**src/rtl/switch_led_responder.sv**
```systemverilog
// Memory-mapped switch/LED peripheral: debounced switch input, LED output
// register and sticky status flags behind a one-cycle-latency read port.
module switch_led_responder #(
    parameter logic [15:0] DEBOUNCE_CNT = 16'd4
) (
    input  logic        clk,
    input  logic        rst,
    input  logic [29:0] memAddress,
    input  logic        readEnable,
    input  logic        writeEnable,
    input  logic [31:0] writeData,
    output logic [31:0] readData,
    input  logic [15:0] switches,
    output logic [15:0] leds
);

    localparam logic [29:0] ADDR_SWITCH = 30'h00000000;
    localparam logic [29:0] ADDR_LED    = 30'h00000004;
    localparam logic [29:0] ADDR_STATUS = 30'h00000008;

    logic [15:0] sync1_r;
    logic [15:0] sync2_r;
    logic [15:0] sw_stable_r;
    logic [15:0] cnt_r;
    logic [15:0] leds_r;
    logic [31:0] read_data_r;
    logic        sw_changed_r;
    logic        bus_error_r;

    logic [15:0] cnt_next_s;
    logic [16:0] cnt_inc_s;
    logic        sw_update_s;
    logic        sel_led_s;
    logic        mapped_s;
    logic        status_rd_s;
    logic        err_event_s;
    logic [31:0] read_value_s;
    logic        sw_changed_next_s;
    logic        bus_error_next_s;
    logic        unused_wdata_s;

    assign unused_wdata_s = ^writeData[31:16];
    assign readData       = read_data_r;
    assign leds           = leds_r;

    // Debounce counter: counts consecutive differing samples, accepts at the threshold.
    always_comb begin
        cnt_inc_s   = {1'b0, cnt_r} + 17'd1;
        cnt_next_s  = 16'd0;
        sw_update_s = 1'b0;
        if (sync2_r != sw_stable_r) begin
            if (cnt_inc_s == {1'b0, DEBOUNCE_CNT}) begin
                sw_update_s = 1'b1;
                cnt_next_s  = 16'd0;
            end else begin
                cnt_next_s  = cnt_inc_s[15:0];
            end
        end else begin
            cnt_next_s = 16'd0;
        end
    end

    // Address decode and read-data mux (values are the pre-edge register contents).
    always_comb begin
        read_value_s = 32'd0;
        mapped_s     = 1'b1;
        case (memAddress)
            ADDR_SWITCH: read_value_s = {16'd0, sw_stable_r};
            ADDR_LED:    read_value_s = {16'd0, leds_r};
            ADDR_STATUS: read_value_s = {30'd0, bus_error_r, sw_changed_r};
            default: begin
                read_value_s = 32'd0;
                mapped_s     = 1'b0;
            end
        endcase
        sel_led_s   = (memAddress == ADDR_LED);
        status_rd_s = readEnable && (memAddress == ADDR_STATUS);
        err_event_s = (readEnable && !mapped_s) || (writeEnable && !sel_led_s);
    end

    // Sticky flags: a set event at the same edge as a STATUS-read clear wins.
    always_comb begin
        if (sw_update_s) begin
            sw_changed_next_s = 1'b1;
        end else if (status_rd_s) begin
            sw_changed_next_s = 1'b0;
        end else begin
            sw_changed_next_s = sw_changed_r;
        end
        if (err_event_s) begin
            bus_error_next_s = 1'b1;
        end else if (status_rd_s) begin
            bus_error_next_s = 1'b0;
        end else begin
            bus_error_next_s = bus_error_r;
        end
    end

    // Switch synchronizer, debounce state and stable switch value.
    always_ff @(posedge clk or posedge rst) begin
        if (rst) begin
            sync1_r     <= 16'd0;
            sync2_r     <= 16'd0;
            sw_stable_r <= 16'd0;
            cnt_r       <= 16'd0;
        end else begin
            sync1_r <= switches;
            sync2_r <= sync1_r;
            cnt_r   <= cnt_next_s;
            if (sw_update_s) begin
                sw_stable_r <= sync2_r;
            end
        end
    end

    // Bus-visible registers: read data, LEDs and status flags.
    always_ff @(posedge clk or posedge rst) begin
        if (rst) begin
            read_data_r  <= 32'd0;
            leds_r       <= 16'd0;
            sw_changed_r <= 1'b0;
            bus_error_r  <= 1'b0;
        end else begin
            if (readEnable) begin
                read_data_r <= read_value_s;
            end
            if (writeEnable && sel_led_s) begin
                leds_r <= writeData[15:0];
            end
            sw_changed_r <= sw_changed_next_s;
            bus_error_r  <= bus_error_next_s;
        end
    end

endmodule

```
**config.mk**
```make
export PLATFORM = sky130hd
export DESIGN_NAME = switch_led_responder
export DESIGN_NICKNAME = d
export VERILOG_FILES = /design/src/rtl/switch_led_responder.sv
export SDC_FILE = /design/constraint.sdc
export NUM_CORES = 1
export LEC_CHECK = 0
export ABC_AREA = 0
export BUFFER_PORTS_ARGS = -buffer_cell sky130_fd_sc_hd__buf_2
export CAP_MARGIN = 25
export CORE_ASPECT_RATIO = 1.1
export CORE_UTILIZATION = 51
export DETAILED_ROUTE_END_ITERATION = 7
export GPL_ROUTABILITY_DRIVEN = 0
export GPL_TIMING_DRIVEN = 0
export MAX_ROUTING_LAYER = met4
export PLACE_DENSITY = 0.85
export SLEW_MARGIN = 15
export SYNTH_ARGS = -nofsm -noshare
export SYNTH_HDL_FRONTEND = slang
export SYNTH_SLANG_ARGS = --single-unit
```
**constraint.sdc**
```tcl
create_clock -name clk -period 3.2 [get_ports clk]
set_input_delay 0.16 -clock clk [delete_from_list [all_inputs] [get_ports clk]]
set_output_delay 0.16 -clock clk [all_outputs]
set_load 0.01 [all_outputs]
```
## Word level (Yosys, flattened, before mapping)

Cells that the tools add are included.

- Output and inout port bits: 48
- Latch bits: 0
- Memories kept: 0
- RAM bits: 0
- Bits in registers: 114
- ROM bits: 0

- Bitwise gates (word level): 0
- Div/mod/pow operators: 0
- $lt $le $gt $ge: 0
- Shift-type cells: 0
- Eq/ne operators: 4
- Add/subtract/negate cells: 1
- Reduce and logical (&&, ||, !) cells: 11
- Multiply operators: 0
- Mux-type cells: 9

Operator list:

| cell | number |
|---|---|
| 16-bit one-hot mux with 3 select lines | 1 |
| 16-bit 2-to-1 mux | 2 |
| 30-bit by 3-bit equality test with 1-bit output (second input constant) | 1 |
| 30-bit by 4-bit equality test with 1-bit output (second input constant) | 1 |
| 30-bit logical NOT | 1 |
| 16-bit by 1-bit adder with 17-bit output (second input constant) | 1 |
| 17-bit by 3-bit equality test with 1-bit output (second input constant) | 1 |
| 16-bit != test | 1 |
| 1-bit 2-to-1 mux | 6 |
| 1-bit logical AND | 4 |
| 2-bit nonzero test | 2 |
| 3-bit OR reduction | 1 |
| 1-bit logical NOT | 2 |
| 1-bit logical OR | 1 |

## Depth between registers and ports, before layout

- Word-level depth: 7
- Mapped depth: 8

## Worst setup path after synthesis

OpenSTA, ideal clock, no wires.

- Path kind: flip-flop to flip-flop
- Start point: reg cnt_r[0]
- End point: reg sw_stable_r[0]
- Setup time: 125 ps
- Period minus slack after synthesis: 2364 ps
- Slack: 836 ps
- Stages on the path, launching flop included: 8
- Required time: 3075 ps
- Data arrival time: 2239 ps
- Path through: dfrtp_1 ha_1 nand3_1 o41ai_1 o311ai_1 nor4_4 buf_6 mux2_4

- Cells in the longest elaborated chain, start to end: 4

Ends and longest elaborated chain:

| what | line | text |
|---|---|---|
| start: declaration | 24 | `logic [15:0] cnt_r;` |
| start signal: assignment | 109 | `cnt_r <= cnt_next_s;` |
| 16-bit by 1-bit adder with 17-bit output | 48 | `cnt_inc_s = {1'b0, cnt_r} + 17'd1;` |
| 17-bit by 3-bit equality test with 1-bit output | 52 | `if (cnt_inc_s == {1'b0, DEBOUNCE_CNT}) begin` |
| 1-bit 2-to-1 mux | 52 |  |
| 1-bit 2-to-1 mux | 51 | `if (sync2_r != sw_stable_r) begin` |
| end signal: assignment | 111 | `sw_stable_r <= sync2_r;` |
| end: declaration | 23 | `logic [15:0] sw_stable_r;` |

No other way between the ends.
A chain may end at the register's enable or synchronous reset.

## Final worst setup path

- Start point: reg cnt_r[0]
- End point: reg sw_stable_r[5]

The elaborated chain is that of the path after synthesis.

==> flow_summary.ini <==
[run_status]
status = completed

[sta]
rsz0062_at_grt = false
slew_violations = 0
hold_viol = 0
finClkSkew_ns = 0.0134
finalCritPeriodShare_pct = 87.9
clock.fmax_mhz = 355
worst_slack_ns = 0.387
period_needed_ns = 2.81
setup-tns-final_ns = 0
setup_viol = 0
timing.slew.headroom_pct = 39.9
worst_pin_slew_ns = 0.893

[logic_synthesis]
ys.flop_type = dfrtp_1
synth_top_area_share_pct = 57.9
ys_top_cells_by_count = dfrtp_1, mux2_2, xnor2_1
synth_edf_count = 0
yosysSeqAreaShare_pct = 57.9
netlist_area_um2 = 4230
ys_ff_latch = 98
avgSynthCellArea_um2 = 12.5
yosysMostFrequentCell = dfrtp_1
synthTopCellsByArea = dfrtp_1, mux2_2, xnor2_1
synth_cells = 340
async_reset_ff_share_pct = 100
yosysUniqueCellTypes = 42
synth_top_area_cell = dfrtp_1
yosysWarnings = 0

[final_layout]
n_antenna_cell = 0
final_util_pct = 66.8
area_growth_pct = 26.2
nets = 565
drive_gt1_share_pct = 35.5

[clock_tree]
tritoncts = done
cts_buffers = 9
cts_root_buffer = clkbuf_8
clock_sinks = 98
post_cts_resized = 0
htreeDepth = 3
cts_buffer_depth = 2
clk_pin_slew_ns = 0.10
clock_latency_ns = 0.36

[hold_path]
min_from = writeData[2]
hold_depth = 2
worst_hold_path.endpoint = leds[2]
hold_path_class = in -> reg

[setup_path]
cp-start-kind = flip-flop
worstSetupStartpoint = cnt_r[0]
rr_worst_depth = 7
worstReg2RegStart = cnt_r[0]
cp.required_ns = 3.44
endpoint_kind = flip-flop
regToRegEndpoint = sw_stable_r[5]
reg2reg_slack_ns = 0.39
path_class = reg -> reg
cp_max_fo = 10
worst_ep_arrival_time_ns = 3.06

[grt]
grt_pass1_vias = 3054
grt_pass1_wl_mm = 14.3
grt_usage_pct = 22.9
antenna_found_initial = 0
grt_max_degree = 57
grt_overflow_total = 0

[placement]
dp_hpwl_mm = 6.70
dp_slack_ns = 0.354
portBuffers = 97

[floorplan]
core.rowCount = 34
ios = 130
die_x_um = 88.9
dieArea_um2 = 8670
start_util_pct = 52.9
die_h_um = 97.6
fp.coreArea_um2 = 8000

[detailed_routing]
via_per_inst = 5.22
drt_iter0_markers = 94
drtAntennaViolNets = 0
drcViolationCount = 0
drt-wirelength-per-cell_um = 15.4
drt-total-wl_mm = 9.16
dr.pass1.iters = 4
dr_total_vias = 3107

[pwr]
powerDensity_nw_per_um2 = 520
vdd_ir_drop_max_mv = 0.320
finalPower_mw = 2.78
p_leak_nw = 2.58

[run]
cap_violations = 0
==> metal layers <==
| layer | track usage, % | vias to the layer above | part of all wire [%] |
|---|---|---|---|
| met5 | - | - | 0 |
| met4 | 7.57 | 0 | 2.2 |
| met3 | 5.27 | 17 | 5.6 |
| met2 | 40.4 | 127 | 53 |
| met1 | 25.0 | 1517 | 40 |
| li1 | - | 1446 | - |
==> cell type report <==
cell class	count	area (um2)
fill	596	2650
sequential	98	2450
multi-input combinational	207	1570
timing repair buffer	116	691
buffer	30	196
clock buffer	11	141
tap	108	135
clock inverter	5	85.1
inverter	20	77.6
==> worst max-delay path, stage by stage (launching register included) <==
cell and delay [ns]:
dfrtp_1 0.41, ha_1 0.27, nand3_1 0.23, o41ai_1 0.48, o311ai_1 0.23, nor4_4 0.50, buf_6 0.27, mux2_4 0.31
==> worst max path at each step <==
| stage | end | slack [ns] | cells past startpoint |
|---|---|---|---|
| after global placement | leds[0] | -0.49 | 2 |
| final | sw_stable_r[5] | 0.39 | 7 |
| after floorplan | bus_error_r | 0.48 | 1 |
| after detailed placement | sw_stable_r[6] | 0.35 | 7 |
| after global routing | sw_stable_r[7] | 0.13 | 7 |
| after CTS | sw_stable_r[6] | 0.35 | 7 |
==> cell families after synthesis <==
family | after synthesis | share of synthesized area [%]
flip-flops | 98 | 57.9
AO/OA/AOI/OAI | 31 | 4.73
XOR/XNOR | 28 | 5.79
adder cells (fa/ha/maj) | 1 | 0.295
AND/OR/NAND/NOR | 82 | 11.4
multiplexers | 49 | 13.3
other | 1 | 0.0886
buffers and inverters | 50 | 6.41
==> registers in the layout (all words and copies together) (netlist names) <==
register / cells
cnt_r: 16
leds: 16
readData: 16
sw_stable_r: 16
sync1_r: 16
sync2_r: 16
bus_error_r: 1
sw_changed_r: 1
==> through the flow <==
step	instances	hold slack [ns]	instance area, um2
after floorplan	355	0.191	4290
after global placement	560	0.270	4910
after detailed placement	562	0.254	4950
after CTS	595	0.00771	5350
after global routing	595	0.00725	5350
final	595	0.0183	5350
==> report_power, final <==
group	internal [mW]	switching, mW	total [mW]
clock network	0.466	0.416	0.882
logic	0.256	0.169	0.425
registers	1.35	0.117	1.47
==> repair_timing <==
action	in CTS	in global routing
hold endpoints to repair	58	0
hold buffers	17	0
buffers inserted	0	0
==> cells in the final DEF, fill, tap and decap left out, types with 3 or more instances in the layout <==
cell	n
a21oi_1	5
buf_2	98
buf_4	19
clkbuf_1	9
clkbuf_8	10
conb_1	16
dfrtp_1	98
dlygate4sd3_1	17
inv_1	19
mux2_2	23
mux2_4	9
mux2i_1	17
nand2_1	10
nand3_1	9
nand4_1	10
nor2_1	18
nor3_1	6
nor4_1	9
nor4_2	3
o22ai_1	16
or4_1	3
xnor2_1	21
xor2_1	7
(Power assumes the default switching activity.)
